### src/rtl/matrix_host_port_pkg.sv
// matrix_host_port_pkg
// Shared definitions for the matrix host port slice:
//   - MAX_SIZE_DEF : default largest square matrix dimension
//   - ST_*         : controller state encodings
//   - ADDR_A/B     : raddr stream select codes
//   - sq6()        : square of a dimension, truncated to the element index width
package matrix_host_port_pkg;

  localparam int MAX_SIZE_DEF = 6;

  localparam logic [1:0] ST_IDLE   = 2'd0;
  localparam logic [1:0] ST_LAUNCH = 2'd1;
  localparam logic [1:0] ST_RUN    = 2'd2;
  localparam logic [1:0] ST_DONE   = 2'd3;

  localparam logic ADDR_A = 1'b0;
  localparam logic ADDR_B = 1'b1;

  // Only ever used on validated dimensions, so the 6-bit result is exact.
  function automatic logic [5:0] sq6(input logic [3:0] n);
    logic [5:0] n6;
    n6 = {2'b00, n};
    return n6 * n6;
  endfunction

endpackage

### src/rtl/matrix_host_buf.sv
// matrix_host_buf
// Register-array buffer with one synchronous write port and two
// combinational read ports. Contents are zeroed by reset. Writes to an
// address at or beyond DEPTH are dropped; reads there return zero.
// Ports:
//   clk, rstn        clock, asynchronous active-low reset
//   we, waddr, wdata write port
//   raddr0 / rdata0  combinational read port 0
//   raddr1 / rdata1  combinational read port 1
module matrix_host_buf #(
  parameter int WIDTH = 16,
  parameter int DEPTH = 36,
  parameter int AW    = 6
) (
  input  logic             clk,
  input  logic             rstn,
  input  logic             we,
  input  logic [AW-1:0]    waddr,
  input  logic [WIDTH-1:0] wdata,
  input  logic [AW-1:0]    raddr0,
  output logic [WIDTH-1:0] rdata0,
  input  logic [AW-1:0]    raddr1,
  output logic [WIDTH-1:0] rdata1
);

  logic [WIDTH-1:0] mem_reg [DEPTH];

  genvar gi;
  generate
    for (gi = 0; gi < DEPTH; gi++) begin : g_word
      always_ff @(posedge clk or negedge rstn) begin
        if (!rstn) begin
          mem_reg[gi] <= '0;
        end else if (we && (int'(waddr) == gi)) begin
          mem_reg[gi] <= wdata;
        end
      end
    end
  endgenerate

  always_comb begin
    rdata0 = '0;
    rdata1 = '0;
    if (int'(raddr0) < DEPTH) rdata0 = mem_reg[raddr0];
    if (int'(raddr1) < DEPTH) rdata1 = mem_reg[raddr1];
  end

endmodule

### src/rtl/matrix_host_port.sv
// matrix_host_port
// Host-side port of a square matrix multiplier. The host loads operand
// matrices A and B, launches a run of dimension N, and reads results back.
// During a run the multiplier streams operands out through ren/raddr/rdata
// and pushes results in through wen/wdata, ending with finish.
// Ports:
//   clk, rstn                          clock, asynchronous active-low reset
//   ld_en, ld_sel, ld_addr, ld_data    host operand load (IDLE/DONE only)
//   sizes, go                          run dimension and launch request
//   start                              one-cycle launch pulse
//   ren, raddr, rdata                  operand stream to the multiplier
//   wen, wdata, finish                 result stream from the multiplier
//   res_addr, res_data, res_count      host result readback
//   busy, done, err                    status
// Build option: define MATRIX_HOST_PORT_CHECK_EN to flag incomplete runs
// (result count or final stream pointers short of N*N) at finish.
module matrix_host_port
  import matrix_host_port_pkg::*;
#(
  parameter int MAX_SIZE = MAX_SIZE_DEF
) (
  input  logic        clk,
  input  logic        rstn,
  input  logic        ld_en,
  input  logic        ld_sel,
  input  logic [5:0]  ld_addr,
  input  logic [15:0] ld_data,
  input  logic [3:0]  sizes,
  input  logic        go,
  output logic        start,
  input  logic        ren,
  input  logic        raddr,
  output logic [15:0] rdata,
  input  logic        wen,
  input  logic [31:0] wdata,
  input  logic        finish,
  input  logic [5:0]  res_addr,
  output logic [31:0] res_data,
  output logic [5:0]  res_count,
  output logic        busy,
  output logic        done,
  output logic        err
);

  localparam int         DEPTH = MAX_SIZE * MAX_SIZE;
  localparam logic [3:0] MAX_N = 4'(MAX_SIZE);

  logic [1:0] state_reg;
  logic [5:0] ptr_a_reg, ptr_b_reg;
  logic [5:0] ptr_a_next, ptr_b_next;
  // A stream has handed out its last element; a further read is an overrun.
  logic       ex_a_reg, ex_b_reg;
  logic       ex_a_next, ex_b_next;
  logic [5:0] res_count_reg, res_count_next;
  logic [5:0] nsq_reg, last_reg;
  logic       err_reg;

  logic       idle_like, in_run, go_ok, overrun, res_we, res_drop, check_fail;
  logic       a_we, b_we;
  logic [5:0] nsq_go;
  logic [15:0] a_rd, b_rd;
  logic [15:0] unused_a_rd1, unused_b_rd1;
  logic [31:0] unused_r_rd1;

  assign idle_like = (state_reg == ST_IDLE) || (state_reg == ST_DONE);
  assign in_run    = (state_reg == ST_RUN);
  assign go_ok     = go && (sizes != 4'd0) && (sizes <= MAX_N);
  assign nsq_go    = sq6(sizes);

  assign a_we = idle_like && ld_en && !ld_sel;
  assign b_we = idle_like && ld_en &&  ld_sel;

  // The last element of a stream is served without moving the pointer,
  // so a completed stream leaves its pointer parked on N*N-1.
  always_comb begin
    ptr_a_next = ptr_a_reg;
    ptr_b_next = ptr_b_reg;
    ex_a_next  = ex_a_reg;
    ex_b_next  = ex_b_reg;
    overrun    = 1'b0;
    if (in_run && ren) begin
      if (raddr == ADDR_A) begin
        if (ptr_a_reg == last_reg) begin
          overrun   = ex_a_reg;
          ex_a_next = 1'b1;
        end else begin
          ptr_a_next = ptr_a_reg + 6'd1;
        end
      end else begin
        if (ptr_b_reg == last_reg) begin
          overrun   = ex_b_reg;
          ex_b_next = 1'b1;
        end else begin
          ptr_b_next = ptr_b_reg + 6'd1;
        end
      end
    end
  end

  assign res_we         = in_run && wen && (res_count_reg != nsq_reg);
  assign res_drop       = in_run && wen && (res_count_reg == nsq_reg);
  assign res_count_next = res_we ? res_count_reg + 6'd1 : res_count_reg;

`ifdef MATRIX_HOST_PORT_CHECK_EN
  // Evaluated on post-update values so a result arriving with finish counts.
  assign check_fail = (res_count_next != nsq_reg) ||
                      (ptr_a_next != last_reg) || (ptr_b_next != last_reg);
`else
  assign check_fail = 1'b0;
`endif

  always_ff @(posedge clk or negedge rstn) begin
    if (!rstn) begin
      state_reg     <= ST_IDLE;
      ptr_a_reg     <= '0;
      ptr_b_reg     <= '0;
      ex_a_reg      <= 1'b0;
      ex_b_reg      <= 1'b0;
      res_count_reg <= '0;
      nsq_reg       <= '0;
      last_reg      <= '0;
      err_reg       <= 1'b0;
    end else begin
      ptr_a_reg     <= ptr_a_next;
      ptr_b_reg     <= ptr_b_next;
      ex_a_reg      <= ex_a_next;
      ex_b_reg      <= ex_b_next;
      res_count_reg <= res_count_next;
      case (state_reg)
        ST_IDLE, ST_DONE: begin
          if (go_ok) begin
            state_reg     <= ST_LAUNCH;
            ptr_a_reg     <= '0;
            ptr_b_reg     <= '0;
            ex_a_reg      <= 1'b0;
            ex_b_reg      <= 1'b0;
            res_count_reg <= '0;
            err_reg       <= 1'b0;
            nsq_reg       <= nsq_go;
            last_reg      <= nsq_go - 6'd1;
          end else if (go) begin
            err_reg <= 1'b1;
          end
        end
        ST_LAUNCH: begin
          state_reg <= ST_RUN;
          if (ld_en) err_reg <= 1'b1;
        end
        ST_RUN: begin
          if (ld_en || overrun || res_drop) err_reg <= 1'b1;
          if (finish) begin
            state_reg <= ST_DONE;
            if (check_fail) err_reg <= 1'b1;
          end
        end
        default: state_reg <= ST_IDLE;
      endcase
    end
  end

  matrix_host_buf #(.WIDTH(16), .DEPTH(DEPTH), .AW(6)) u_buf_a (
    .clk    (clk),
    .rstn   (rstn),
    .we     (a_we),
    .waddr  (ld_addr),
    .wdata  (ld_data),
    .raddr0 (ptr_a_reg),
    .rdata0 (a_rd),
    .raddr1 (ld_addr),
    .rdata1 (unused_a_rd1)
  );

  matrix_host_buf #(.WIDTH(16), .DEPTH(DEPTH), .AW(6)) u_buf_b (
    .clk    (clk),
    .rstn   (rstn),
    .we     (b_we),
    .waddr  (ld_addr),
    .wdata  (ld_data),
    .raddr0 (ptr_b_reg),
    .rdata0 (b_rd),
    .raddr1 (ld_addr),
    .rdata1 (unused_b_rd1)
  );

  matrix_host_buf #(.WIDTH(32), .DEPTH(DEPTH), .AW(6)) u_buf_r (
    .clk    (clk),
    .rstn   (rstn),
    .we     (res_we),
    .waddr  (res_count_reg),
    .wdata  (wdata),
    .raddr0 (res_addr),
    .rdata0 (res_data),
    .raddr1 (res_count_reg),
    .rdata1 (unused_r_rd1)
  );

  always_comb begin
    rdata = '0;
    if (ren && (raddr == ADDR_A)) rdata = a_rd;
    else if (ren && (raddr == ADDR_B)) rdata = b_rd;
  end

  assign start     = (state_reg == ST_LAUNCH);
  assign busy      = (state_reg == ST_LAUNCH) || (state_reg == ST_RUN);
  assign done      = (state_reg == ST_DONE);
  assign err       = err_reg;
  assign res_count = res_count_reg;

endmodule

### config.mk
export PLATFORM = sky130hd
export DESIGN_NAME = matrix_host_port
export DESIGN_NICKNAME = d
export VERILOG_FILES = /design/src/rtl/matrix_host_port_pkg.sv /design/src/rtl/matrix_host_buf.sv /design/src/rtl/matrix_host_port.sv
export SDC_FILE = /design/constraint.sdc
export NUM_CORES = 2
export LEC_CHECK = 0
export CELL_PAD_IN_SITES_DETAIL_PLACEMENT = 0
export CELL_PAD_IN_SITES_GLOBAL_PLACEMENT = 2
export CORE_MARGIN = 8
export CORE_UTILIZATION = 52
export CTS_CLUSTER_DIAMETER = 40
export DETAILED_ROUTE_END_ITERATION = 7
export DONT_BUFFER_PORTS = 1
export PLACE_DENSITY = 0.95
export SLEW_MARGIN = 20
export SYNTH_ARGS = -nofsm -noshare
export SYNTH_HDL_FRONTEND = slang
export SYNTH_SLANG_ARGS = --single-unit
### constraint.sdc
create_clock -name clk -period 8.5 [get_ports clk]
set_input_delay 2.55 -clock clk [delete_from_list [all_inputs] [get_ports clk]]
set_output_delay 2.55 -clock clk [all_outputs]
set_load 0.005 [all_outputs]
==> impl_metrics.yaml <==
run_status:
  status: "complete, no violations"
floorplanning:
  io_pins: 131
  die_h_um: 470
  rows: 166
  die_w_um: 470
  start_util_pct: 52.4
  core_mm2: 0.205
  dieArea_mm2: 0.221
yosys:
  synth_seq_cells: 2337
  async_reset_ff_share_pct: 100
  synth_fp_nets: 6912
  ys_warn_count: 0
  synthDistinctLibCells: 65
  synth_ff_type: "dfrtp_1"
  synth-edff-count: 0
  synth_cells: 6826
  avgSynthCellArea_um2: 15.7
  syn-cell-area_mm2: 0.107
  seq_area_frac_synth_pct: 54.6
finish:
  areaGrowthSynthToFinish_pct: 13.3
  multi_input_area_mm2: 0.0459
  seqCellArea_mm2: 0.0585
  largest_reg_flops: 1152
  fillCellCount: 15040
  nNetsFinal: 6750
  drive_above_1_share_pct: 44.7
min_path:
  min_path_type: "reg -> reg"
  holdCritStartpoint: "u_buf_r.mem_reg[287]"
place:
  place.gp.congestion: 0.783
  pre_cts_ws_ns: 1.36
  port_buffers: 0
  hpwl_um: 150000
sta:
  worstMarginPinSlew_ns: 1.15
  rsz0062_at_grt: "no"
  maxSlewViolCount: 0
  fin_crit_ns: 7.24
  clock.fmax_ghz: 0.138
  setup_tns_ns: 0
  hold_viol_final: 0
  relSlewSlack_pct: 21.1
  fin_ws_ns: 1.26
  report.final.setup_viol: 0
  period_share_pct: 85.1
  finalClockSkew_ns: 0.0550
routing:
  ant_nets: 0
  vias: 60494
  vias_per_cell: 6.28
  drc: 0
  drtIter0Drc: 4840
  drt_wl_total_um: 274000
  routedWlPerCell_um: 28.4
  drtPass1Iterations: 6
critical_path:
  slowest_delay_ns: 1.06
  arrival_ns: 4.69
  startpoint: "ptr_a_reg[3]"
  r2r_start: "res_count[5]"
  setup.worst_path.end_class: "output port"
  crit_type: "reg -> out"
  rrSetupSlack_ns: 4.50
  slowest_stage: "a2111oi_0"
  path_cells: "or3b_2, o22ai_1, a2111oi_0, buf_4, a21oi_1, nand2_1, nand3_1"
  required_ns: 5.95
  crit_path_max_fanout: 31
  start_kind: "flop"
global_routing:
  grt_use_total_pct: 24.6
  grt_max_degree: 299
  grt_pass1_wl_um: 420000
  grt_antenna_before_repair: 6
  overflow: 0
  grt_pass1_vias: 65527
power_and_ir_drop:
  power_density_mw_per_mm2: 251
  ir_drop_mv: 0.231
  power.leakage_uw: 0.0583
job:
  drv_cap: 0
cts:
  ctsResizeCount: 0
  cts.root.buffer_cell: "clkbuf_16"
  htreeDepth: 5
  tritoncts: "yes"
  clk_pin_slew_ns: 0.05
  numCtsBuffers: 353
  clock_latency_ns: 0.97
  cts.sinks: 2337
  clock_path_buffers: 4
  cts_hold_buf: 0
  cts_setup_buffers: 0
[placed cells by master (no fill, tap or decap), types with 7 or more instances in the layout]
cell and count:
o22ai_1 54, a21oi_1 47, xor2_1 27, inv_1 15, clkbuf_8 39, mux4_2 555
clkbuf_16 359, buf_4 107, nor3_1 10, o21ai_0 24, nand2b_1 9, clkbuf_1 27
dfrtp_1 2330, buf_16 18, mux2_4 120, o221ai_1 24, inv_6 37, a221oi_1 12
nor2_1 99, nor2_2 17, bufinv_16 42, clkinv_2 35, clkinv_4 35, a22oi_1 47
mux2_2 1624, nand2_1 131, nand4_1 14, nand3_1 30, ha_1 12, nand3_2 20
clkinvlp_4 46, nor2b_1 16, mux2i_1 138, a22o_1 11, diode_2 7, o31ai_1 27
xnor2_1 7, mux2_1 649
[layer usage]
layer,vias to the layer above,global-route usage [%],part of all wire (%)
met5,-,0,0.0069
met4,4,8.43,3.6
met3,558,5.05,5.9
met2,1701,41.2,49
met1,33070,32.2,41
li1,25161,-,-
[cell type report]
type	count	share of cell area [%]
flip-flops and latches	2337	48.2
inverters	15	0.0464
clock inverters	201	2.06
multi-input cells	3826	37.8
diodes	7	0.0144
repair buffers	131	1.17
clock buffers	425	7.93
well taps	2688	2.77
[cells by family after synthesis]
| group | synth area share (%) |
|---|---|
| XOR/XNOR | 0.278 |
| multiplexers | 38.5 |
| flip-flops | 54.6 |
| adder cells (fa/ha/maj) | 0.159 |
| buffers and inverters | 2.73 |
| AO/OA/AOI/OAI | 1.94 |
| AND/OR/NAND/NOR | 1.75 |
[through the flow]
stage	hold WS, ns	power, uW	area [um2]	util (%)	cells
global placement	0.462	15700	109000	53.3	8989
floorplan	0.452	15000	107000	-	6826
global route	0.489	31500	121000	59.3	9627
detailed placement	0.469	15900	109000	53.3	8993
CTS	0.480	30700	121000	59.2	9619
finish	0.479	30400	121000	59.3	9630
[worst max-delay path: cells and delay by family, from the launching register on]
| family | cells | cell delay [ns] |
|---|---|---|
| and+or+nand+nor | 3 | 1.30 |
| AOI/OAI and AO/OA | 3 | 1.42 |
| DFF | 1 | 0.78 |
| buffers and inverters | 1 | 0.25 |
[Yosys cell counts, types with 7 or more instances]
master / instances / area, um2
nor3_1: 10 / 50.1
mux2_2: 1624 / 18300
nand2b_1: 10 / 62.6
mux4_2: 555 / 12500
xnor2_1: 7 / 61.3
dfrtp_1: 2337 / 58500
a22oi_1: 47 / 353
xor2_1: 27 / 236
o21ai_0: 24 / 120
a21oi_1: 47 / 235
nand4_1: 14 / 87.6
a221oi_1: 12 / 105
nand3_2: 10 / 100
buf_2: 210 / 1050
mux2_1: 649 / 7310
nor2b_1: 17 / 106
a2111oi_0: 8 / 70.1
buf_4: 11 / 82.6
o221ai_1: 24 / 210
and3_1: 15 / 93.8
nor2_1: 118 / 443
o31ai_1: 29 / 218
buf_6: 17 / 191
nand3_1: 40 / 200
inv_1: 15 / 56.3
buf_1: 46 / 173
clkbuf_1: 364 / 1370
a22o_1: 11 / 96.3
mux2_4: 120 / 1800
mux2i_1: 138 / 1380
o22ai_1: 54 / 338
nand2_1: 132 / 495
ha_1: 12 / 150
[final timing paths]
path,depth (start not counted),end
max,7,rdata[15]
min,1,u_buf_r.mem_reg[287]
max reg2reg,7,u_buf_r.mem_reg[699]
min reg2reg,1,u_buf_r.mem_reg[287]
max in group asynchronous,8,u_buf_a.mem_reg[187]
min in group asynchronous,0,u_buf_r.mem_reg[83]
[report_power, final]
group	switching [uW]	internal [uW]
registers	606	12000
logic	1420	1630
clock network	5360	9400
total	7380	23000
Power figures use the tool's default switching activity.
